File: src/rtl/uart_pkg.sv
// uart_pkg -- shared UART definitions.
//   rx_state_t : receive state machine encoding
//   calc_div() : clocks per oversample tick, round(clk / (baud * os)), min 1.
//                Shared by uart_rx, the packet handler TX side and uart_tx.
package uart_pkg;

    typedef enum logic [2:0] {
        RX_IDLE,
        RX_START,
        RX_DATA,
        RX_STOP,
        RX_WAIT_HIGH
    } rx_state_t;

    function automatic int unsigned calc_div(
        input longint unsigned clk_hz,
        input longint unsigned baud,
        input longint unsigned os
    );
        longint unsigned den;
        longint unsigned q;
        den = baud * os;
        q   = (clk_hz + den / 2) / den;
        return (q < 1) ? 1 : int'(q);
    endfunction

endpackage

File: src/rtl/uart_baud_tick_gen.sv
// uart_baud_tick_gen -- divides the system clock down to BAUD_RATE*OVERSAMPLE.
//   clk     : system clock
//   rst_n   : async active-low reset
//   i_clear : sync restart; the next tick comes a full DIV clocks later
//   o_tick  : one-cycle pulse every DIV clocks
module uart_baud_tick_gen
    import uart_pkg::*;
#(
    parameter int unsigned CLK_FREQ_HZ = 50_000_000,
    parameter int unsigned BAUD_RATE   = 115_200,
    parameter int unsigned OVERSAMPLE  = 16
) (
    input  logic clk,
    input  logic rst_n,
    input  logic i_clear,
    output logic o_tick
);

    localparam int unsigned DIV = calc_div(CLK_FREQ_HZ, BAUD_RATE, OVERSAMPLE);
    localparam int          CW  = (DIV > 1) ? $clog2(DIV) : 1;
    localparam logic [CW-1:0] LAST = CW'(DIV - 1);

    logic [CW-1:0] r_cnt;

    always_ff @(posedge clk or negedge rst_n) begin
        if (!rst_n)
            r_cnt <= '0;
        else if (i_clear || r_cnt == LAST)
            r_cnt <= '0;
        else
            r_cnt <= r_cnt + 1'b1;
    end

    assign o_tick = (r_cnt == LAST);

endmodule

File: src/rtl/uart_rx.sv
// uart_rx -- 8N1 UART receiver with oversampled majority-vote bit decisions
// and a one-entry valid/ready output holding register.
//   clk, rst_n      : system clock, async active-low reset
//   rx_serial       : asynchronous serial line, idle high
//   rx_byte         : received byte, stable while valid and not transferred
//   rx_byte_valid   : rx_byte holds an unconsumed byte
//   rx_byte_ready   : downstream accepts (transfer on valid & ready)
//   frame_error     : one-cycle pulse when the stop bit votes low
//   overrun_error   : one-cycle pulse when a completed byte is dropped
module uart_rx
    import uart_pkg::*;
#(
    parameter int unsigned CLK_FREQ_HZ = 50_000_000,
    parameter int unsigned BAUD_RATE   = 115_200,
    parameter int unsigned OVERSAMPLE  = 16
) (
    input  logic       clk,
    input  logic       rst_n,
    input  logic       rx_serial,
    output logic [7:0] rx_byte,
    output logic       rx_byte_valid,
    input  logic       rx_byte_ready,
    output logic       frame_error,
    output logic       overrun_error
);

    localparam int TW = $clog2(OVERSAMPLE);
    // r_tick_cnt holds the number of ticks already seen in the current bit,
    // so the tick taken while it equals OVERSAMPLE/2-2 is tick OVERSAMPLE/2-1.
    localparam logic [TW-1:0] T_S0   = TW'(OVERSAMPLE / 2 - 2);
    localparam logic [TW-1:0] T_S1   = TW'(OVERSAMPLE / 2 - 1);
    localparam logic [TW-1:0] T_S2   = TW'(OVERSAMPLE / 2);
    localparam logic [TW-1:0] T_LAST = TW'(OVERSAMPLE - 1);

    logic [1:0]    r_sync;
    rx_state_t     r_state;
    logic [TW-1:0] r_tick_cnt;
    logic [2:0]    r_bit_cnt;
    logic [1:0]    r_samp;
    logic [7:0]    r_shift;
    logic          r_commit;
    logic          r_frame_err;
    logic [7:0]    r_byte;
    logic          r_valid;
    logic          r_ovr;

    logic w_rx;
    logic w_tick;
    logic w_start;
    logic w_maj;
    logic w_xfer;

    // Synchronizer resets high so reset release never looks like a start edge.
    always_ff @(posedge clk or negedge rst_n) begin
        if (!rst_n) r_sync <= 2'b11;
        else        r_sync <= {r_sync[0], rx_serial};
    end

    assign w_rx    = r_sync[1];
    assign w_start = (r_state == RX_IDLE) && !w_rx;
    // Third sample is taken live from the line, the first two are stored.
    assign w_maj   = (r_samp[1] & r_samp[0]) | (r_samp[1] & w_rx) | (r_samp[0] & w_rx);
    assign w_xfer  = r_valid && rx_byte_ready;

    // Restart the divider on the start edge so sample points are edge-aligned.
    uart_baud_tick_gen #(
        .CLK_FREQ_HZ (CLK_FREQ_HZ),
        .BAUD_RATE   (BAUD_RATE),
        .OVERSAMPLE  (OVERSAMPLE)
    ) u_tick (
        .clk     (clk),
        .rst_n   (rst_n),
        .i_clear (w_start),
        .o_tick  (w_tick)
    );

    always_ff @(posedge clk or negedge rst_n) begin
        if (!rst_n) begin
            r_state     <= RX_IDLE;
            r_tick_cnt  <= '0;
            r_bit_cnt   <= '0;
            r_samp      <= '0;
            r_shift     <= '0;
            r_commit    <= 1'b0;
            r_frame_err <= 1'b0;
        end else begin
            r_commit    <= 1'b0;
            r_frame_err <= 1'b0;
            case (r_state)
                RX_IDLE: begin
                    if (!w_rx) begin
                        r_state    <= RX_START;
                        r_tick_cnt <= '0;
                        r_bit_cnt  <= '0;
                    end
                end
                RX_WAIT_HIGH: begin
                    if (w_rx) r_state <= RX_IDLE;
                end
                default: begin
                    if (w_tick) begin
                        r_tick_cnt <= (r_tick_cnt == T_LAST) ? '0 : r_tick_cnt + 1'b1;
                        if (r_tick_cnt == T_S0 || r_tick_cnt == T_S1)
                            r_samp <= {r_samp[0], w_rx};
                        if (r_tick_cnt == T_S2) begin
                            case (r_state)
                                RX_START: if (w_maj) r_state <= RX_IDLE;
                                RX_DATA:  r_shift <= {w_maj, r_shift[7:1]};
                                RX_STOP: begin
                                    // Decide on the stop sample; no wait for the bit end.
                                    r_state     <= w_maj ? RX_IDLE : RX_WAIT_HIGH;
                                    r_commit    <= w_maj;
                                    r_frame_err <= !w_maj;
                                end
                                default: ;
                            endcase
                        end
                        if (r_tick_cnt == T_LAST) begin
                            if (r_state == RX_START) begin
                                r_state <= RX_DATA;
                            end else if (r_state == RX_DATA) begin
                                r_bit_cnt <= r_bit_cnt + 3'd1;
                                if (r_bit_cnt == 3'd7) r_state <= RX_STOP;
                            end
                        end
                    end
                end
            endcase
        end
    end

    // Holding register: a commit that meets a simultaneous transfer refills it;
    // a commit against a held, unaccepted byte is dropped.
    always_ff @(posedge clk or negedge rst_n) begin
        if (!rst_n) begin
            r_byte  <= '0;
            r_valid <= 1'b0;
            r_ovr   <= 1'b0;
        end else begin
            r_ovr <= 1'b0;
            if (r_commit) begin
                if (!r_valid || rx_byte_ready) begin
                    r_byte  <= r_shift;
                    r_valid <= 1'b1;
                end else begin
                    r_ovr <= 1'b1;
                end
            end else if (w_xfer) begin
                r_valid <= 1'b0;
            end
        end
    end

    assign rx_byte       = r_byte;
    assign rx_byte_valid = r_valid;
    assign frame_error   = r_frame_err;
    assign overrun_error = r_ovr;

endmodule

File: config.mk
export PLATFORM = sky130hd
export DESIGN_NAME = uart_rx
export DESIGN_NICKNAME = d
export VERILOG_FILES = /design/src/rtl/uart_pkg.sv /design/src/rtl/uart_baud_tick_gen.sv /design/src/rtl/uart_rx.sv
export SDC_FILE = /design/constraint.sdc
export NUM_CORES = 1
export LEC_CHECK = 0
export CAP_MARGIN = 30
export CORE_MARGIN = 2
export CORE_UTILIZATION = 51
export CTS_CLUSTER_SIZE = 14
export DETAILED_ROUTE_END_ITERATION = 6
export PLACE_DENSITY = 0.77
export SLEW_MARGIN = 20
export SYNTH_ARGS = -nofsm -noshare
export SYNTH_HDL_FRONTEND = slang
export SYNTH_HIERARCHICAL = 1
export SYNTH_SLANG_ARGS = --single-unit
File: constraint.sdc
create_clock -name clk -period 1.8 [get_ports clk]
set_clock_uncertainty 0.05 [all_clocks]
set_input_delay 0.18 -clock clk [delete_from_list [all_inputs] [get_ports clk]]
set_output_delay 0.18 -clock clk [all_outputs]
set_load 0.01 [all_outputs]
==> results of run 1 <==
## synth_stat cells, types with 2 or more instances
cell | n | area [um^2]
nor2_1 | 4 | 15.0
nor3_1 | 4 | 20.0
dfrtp_1 | 37 | 926
inv_1 | 9 | 33.8
a22o_1 | 3 | 26.3
buf_4 | 3 | 22.5
a31o_1 | 2 | 17.5
and4_1 | 2 | 17.5
a21oi_1 | 4 | 20.0
or3_1 | 2 | 12.5
nor4_4 | 2 | 42.5
o21ai_0 | 3 | 15.0
nand4_1 | 3 | 18.8
o21bai_1 | 2 | 15.0
and3_1 | 2 | 12.5
mux2_4 | 8 | 120
dfstp_2 | 2 | 52.6
ha_1 | 7 | 87.6
nand2_1 | 6 | 22.5
mux2_1 | 3 | 33.8
nand3_1 | 3 | 15.0
buf_6 | 2 | 22.5
mux2_2 | 8 | 90.1
## flip-flops by register name, summed over array words and instances (netlist names)
register       count
overrun_error      1
r_tick_cnt         4
r_state            3
r_bit_cnt          3
u_tick/r_cnt       5
r_shift            8
r_commit           1
r_sync             2
frame_error        1
r_samp             2
rx_byte_valid      1
rx_byte            8
## worst min path at each step
stage / start / to / slack (ps) / depth (start not counted)
floorplan: rst_n / frame_error$_DFF_PN0_ / -170 / 0
global placement: rst_n / u_tick/r_cnt[2]$_DFF_PN0_ / 200 / 2
detailed placement: rst_n / u_tick/r_cnt[2]$_DFF_PN0_ / 210 / 2
CTS: rx_serial / r_sync[0]$_DFF_PN1_ / 230 / 1
global route: rx_serial / r_sync[0]$_DFF_PN1_ / 240 / 1
finish: rx_serial / r_sync[0]$_DFF_PN1_ / 240 / 1
## timing repair
item,CTS,global route
endpoints found under the hold margin,37,0
resized for setup,3,4
pin swaps,1,3
endpoints found under the setup margin,15,16
hold buffers,1,0
buffers inserted,1,0
## worst register-to-register path, stage by stage (launching register included)
cell and delay [ps]:
dfrtp_1 380, inv_1 70, ha_2 140, and4b_2 310, and4bb_2 300, nand2_4 130
mux2_4 330
## metrics by stage
step	setup WS [ps]	instance area, um^2	total power, mW	hold slack, ps	cells
6_report	-27.4	2270	1.62	243	224
5_1_grt	-77.4	2270	1.69	243	224
4_1_cts	-33.2	2250	1.65	234	224
3_5_place_dp	-80.7	2120	0.924	212	214
3_3_place_gp	27.0	2120	0.924	199	214
2_1_floorplan	-1.56	1880	0.900	-166	145
## kinds of logic (layout without fill, tap and decap cells)
family / Yosys count / in the layout
mux: 19 / 19
flops: 39 / 39
buf+inv: 14 / 45
fa+ha+maj: 8 / 8
compound gates: 26 / 26
simple gates: 38 / 38
xor+xnor: 1 / 1
## power groups by stage
stage	Sequential, mW	Combinational, mW	Clock, mW
after floorplan	0.899	0.000999	0
after global placement	0.899	0.0244	0
after detailed placement	0.899	0.0252	0
after CTS	0.882	0.0268	0.737
after global routing	0.883	0.0301	0.773
final	0.882	0.0255	0.717
## routing by layer
layer | track usage | part of all wire | vias to the layer above
li1 | - | - | 588
met3 | 0.0521 | 0.030 | 6
met2 | 0.289 | 0.48 | 21
met5 | 0 | 0 | -
met1 | 0.242 | 0.47 | 620
met4 | 0.0479 | 0.014 | 0
## layout make-up
cell class / count / area (um^2)
Fill cell: 273 / 1340
Sequential cell: 39 / 978
Multi-Input combinational cell: 92 / 838
Timing Repair Buffer: 28 / 246
Clock buffer: 5 / 68.8
Tap cell: 48 / 60.1
Clock inverter: 3 / 43.8
Inverter: 9 / 33.8
==> out/qor.yml, run 1 <==
status: "finished, violations left"
violations: "negative setup slack"
rsz0062_at_grt: "true"
place_congestion: 0.810
vias_per_cell: 5.51
peakVddDrop_mv: 0.502
r2r_start: "u_tick/r_cnt[0]$_DFF_PN0_"
cp.buffers_inverters: 1
antenna_cells: 0
hp-class: "in -> reg"
overflow: 0
period_share: 1.02
cp_cell_sequence: "inv_1 > ha_2 > and4b_2 > and4bb_2 > nand2_4 > mux2_4"
ys_warn_count: 6
antenna_found_initial: 0
synthToLayoutAreaGrowth_pct: 21.0
syn_area_per_cell_um2: 12.9
cp_top_family: "simple AND/OR/NAND/NOR gates"
muxShareOfSynthArea: 0.130
start_util: 0.520
finalSetupViolCount: 8
io_pins: 15
insertion_delay_ps: 290
seq_power_share: 0.543
relSlewSlack: 0.677
wire_per_inst_um: 14.7
synthArstFlopShare: 1.00
firstDrtPassIters: 4
arrival_ps: 1950
drt_wl_total_um: 3280
final_util: 0.629
r2r_slack_ps: -30
maxCapViolations: 0
drc_errors: 0
r2r-end: "r_shift[5]$_DFFE_PN0P_"
setup.worst_path.end_class: "flop"
cts_sinks: 39
synth_top_family_by_area: "simple AND/OR/NAND/NOR gates"
synth_ff_type: "dfrtp_1"
die_height_um: 64.6
cp.required_ps: 1920
yosys.area_share.simple: 0.144
crit_fanout: 8
hold_viol_final: 0
clkPwrFrac: 0.441
tightest_slew_ps: 485
nets: 186
endpoint: "r_shift[5]$_DFFE_PN0P_"
drt_iter0_markers: 39
syn_inst: 145
cp.depth: 6
layout_commonest_cell: "dfrtp_1"
cts_buffer_depth: 2
crit_start: "u_tick/r_cnt[0]$_DFF_PN0_"
numPortBuffers: 14
grt_usage: 0.180
drive_above_1_share: 0.318
fp.dieW_um: 64.6
synthAdderAreaFrac: 0.0520
dieArea_um2: 4180
vias: 1235
fin_tns_setup_ps: -143
clock-root-buffer: "clkbuf_8"
p_int_mw: 1.30
switching_share: 0.200
period_minus_slack_ps: 1830
synth-edff-count: 0
synth_compound_area_frac: 0.105
synth-xor-area-share: 0.00467
grt_max_degree: 40
grt_pass1_wl_um: 5730
finalWorstSetupSlack_ps: -27.4
core-area_um2: 3610
antenna_left: 0
cpPeakStageDelay_ps: 380
rr_worst_depth: 6
dp_hpwl_um: 2320
ys_ff_latch: 39
clk_pin_slew_worst_paths_ps: 70
final_cell_mix: "dfrtp_1 (37), clkdlybuf4s50_1 (13), buf_4 (12)"
core.rowCount: 22
fmax_mhz: 547
cp_slowest_cell: "dfrtp_1"
switchingPower_mw: 0.325
p_per_area_nw_per_um2: 716
start_kind: "flop"
first_global_vias: 1244
syn_nets: 156
synth-seq-area-share: 0.522
p_leak_nw: 1.11
worstSetupPathType: "reg -> reg"
synth.distinct_cells: 47
h-tree-depth: 2
slew_viol_final: 0
cts_buffers: 5
synth_area_um2: 1880
comb_power_share: 0.016
cts_tree: "done"
(Power assumes the default switching activity.)
==> run 2, diff against run 1 <==
- CORE_MARGIN: 2 -> default
==> run 2 against run 1 <==
The run still ends with negative setup slack left. Non-clock buffer count shrank 2. Count of clock-buffer cells in the layout stayed put. Die area shrank 6.1%. Combinational power about the same. Sequential power is essentially flat. Largest power group unchanged.
==> out/qor.yml, run 2 (synthesized netlist as in run 1, its figures left out) <==
dpl.cell_count: 210  # -1.9%
fmax_mhz: 555  # +1.5%
switching_share: 0.224  # +0.0247
stdcell_count: 220  # -1.8%
vias: 1223  # -0.97%
synthToLayoutAreaGrowth_pct: 18.3
violations: "negative setup slack"
period_share: 1.00  # -0.0149
multi_input_area_um2: 832  # -0.75%
drt_iter0_markers: 32  # -18%
place_congestion: 0.832  # +2.6%
drive_above_1_share: 0.299  # -0.0193
dieArea_um2: 3920  # -6.1%
numPortBuffers: 14  # unchanged
cp.required_ps: 1920  # about the same
final_util: 0.644  # +0.0151
core.rowCount: 21  # -4.5%
seq_power_share: 0.592  # +0.049
hold_viol_final: 0  # unchanged
clock-root-buffer: "clkbuf_8"
antenna_found_initial: 0  # unchanged
fill_cells: 266  # -2.6%
slew_viol_final: 0  # unchanged
p_leak_nw: 1.08  # -2.6%
start_util: 0.545  # +0.0248
cts_sinks: 39  # unchanged
die_height_um: 62.6  # -3.1%
drc_errors: 0  # unchanged
peakVddDrop_mv: 0.445  # -11%
insertion_delay_ps: 280  # about the same
crit_fanout: 8  # unchanged
firstDrtPassIters: 4  # unchanged
p_per_area_nw_per_um2: 673  # -6.0%
arrival_ps: 1920  # -30 ps
p_int_mw: 1.16  # -11%
final_cell_mix: "dfrtp_1 (37), clkdlybuf4s50_1 (13), buf_4 (11)"
grt_max_degree: 40  # unchanged
grt_pass1_wl_um: 5790  # +0.98%
finalWorstSetupSlack_ps: -0.567  # +26.8 ps
clk_pin_slew_worst_paths_ps: 80  # about the same
fp.dieW_um: 62.6  # -3.1%
grt_usage: 0.193  # +0.0124
start_kind: "flop"
vias_per_cell: 5.56  # +0.83%
rsz0062_at_grt: "true"
core-area_um2: 3440  # -4.5%
setup.worst_path.end_class: "flop"
h-tree-depth: 2  # unchanged
first_global_vias: 1201  # -3.5%
relSlewSlack: 0.632  # -0.0451
comb_power_share: 0.017  # about the same
dp_hpwl_um: 2280  # -1.7%
nets: 184  # -1.1%
maxCapViolations: 0  # unchanged
antenna_left: 0  # unchanged
clkPwrFrac: 0.391  # -0.050
status: "finished, violations left"
antenna_cells: 0  # unchanged
switchingPower_mw: 0.335  # +3.2%
io_pins: 15  # unchanged
drt_wl_total_um: 3400  # +3.7%
wire_per_inst_um: 15.5  # +5.5%
seq_area_um2: 978  # unchanged
period_minus_slack_ps: 1800  # -26.8 ps
worstSetupPathType: "reg -> reg"
dpl_worst_slack_ps: -73.2  # +7.48 ps
cts_buffers: 5  # unchanged
cts_tree: "done"
finalSetupViolCount: 1  # -7
tightest_slew_ps: 548  # +63.2 ps
hp-class: "in -> reg"
overflow: 0  # unchanged
layout_commonest_cell: "dfrtp_1"
cts_buffer_depth: 2  # unchanged
==> run 2: cell count changes in the layout (fill, tap and decap cells not counted), sizes merged <==
cell      change
clkinv        -1
buf           -2
bufinv        -1
clkinvlp      +2
==> run 2: area by class of cell <==
cell class	instances	area share
multi-input cells	92	0.375
clock buffers	5	0.0310
flip-flops and latches	39	0.441
well taps	46	0.0259
inverters	9	0.0152
repair buffers	26	0.103
clock inverters	3	0.00902
==> run 2: final timing paths <==
path | startpoint | to | slack (ps) | cells after the start
max | u_tick/r_cnt[0]$_DFF_PN0_ | r_shift[6]$_DFFE_PN0P_ | -0.6 | 6
min in group asynchronous | rst_n | rx_byte[7]$_DFFE_PN0P_ | 420 | 3
min | rx_serial | r_sync[0]$_DFF_PN1_ | 250 | 1
max in group asynchronous | rst_n | r_sync[0]$_DFF_PN1_ | 910 | 3
min reg2reg | r_sync[0]$_DFF_PN1_ | r_sync[1]$_DFF_PN1_ | 310 | 0
max reg2reg | u_tick/r_cnt[0]$_DFF_PN0_ | r_shift[6]$_DFFE_PN0P_ | -0.6 | 6
==> run 2: stage by stage <==
step                setup TNS, ps  cell area (um^2)  total power [mW]  hold slack (ps)
floorplan                   -12.4              1880             0.900             -166
global placement            -12.5              2100             0.924              198
detailed placement           -719              2100             0.924              210
CTS                         -2.83              2210              1.50              247
global route                -1300              2220              1.55              232
finish                     -0.567              2220              1.49              252
==> run 2: what timing repair did <==
| action | in CTS | in global routing |
|---|---|---|
| pin swaps | 1 | 1 |
| hold buffers | 1 | 0 |
| endpoints found under the setup margin | 16 | 19 |
| resized for setup | 2 | 2 |
| endpoints found under the hold margin | 37 | 0 |
| buffers inserted | 1 | 0 |
==> run 2: power by group through the flow <==
stage	Clock, mW	Combinational, mW	Sequential, mW
2_1_floorplan	0	0.000999	0.899
3_3_place_gp	0	0.0243	0.899
3_5_place_dp	0	0.0251	0.899
4_1_cts	0.594	0.0269	0.882
5_1_grt	0.640	0.0294	0.883
6_report	0.584	0.0253	0.883
==> run 2: layer usage <==
layer / GRT usage / part of all wire / vias to the layer above
met2: 0.310 / 0.51 / 21
li1: - / - / 583
met1: 0.258 / 0.46 / 614
met3: 0.0383 / 0.023 / 5
met5: 0 / 0 / -
met4: 0.0727 / 0.010 / 0
==> run 2: worst max-delay path: stages (launching register included) <==
cell and delay (ps):
dfrtp_1 380, inv_1 60, ha_1 130, and4b_2 310
and4bb_2 300, nand2_4 120, mux2_4 330
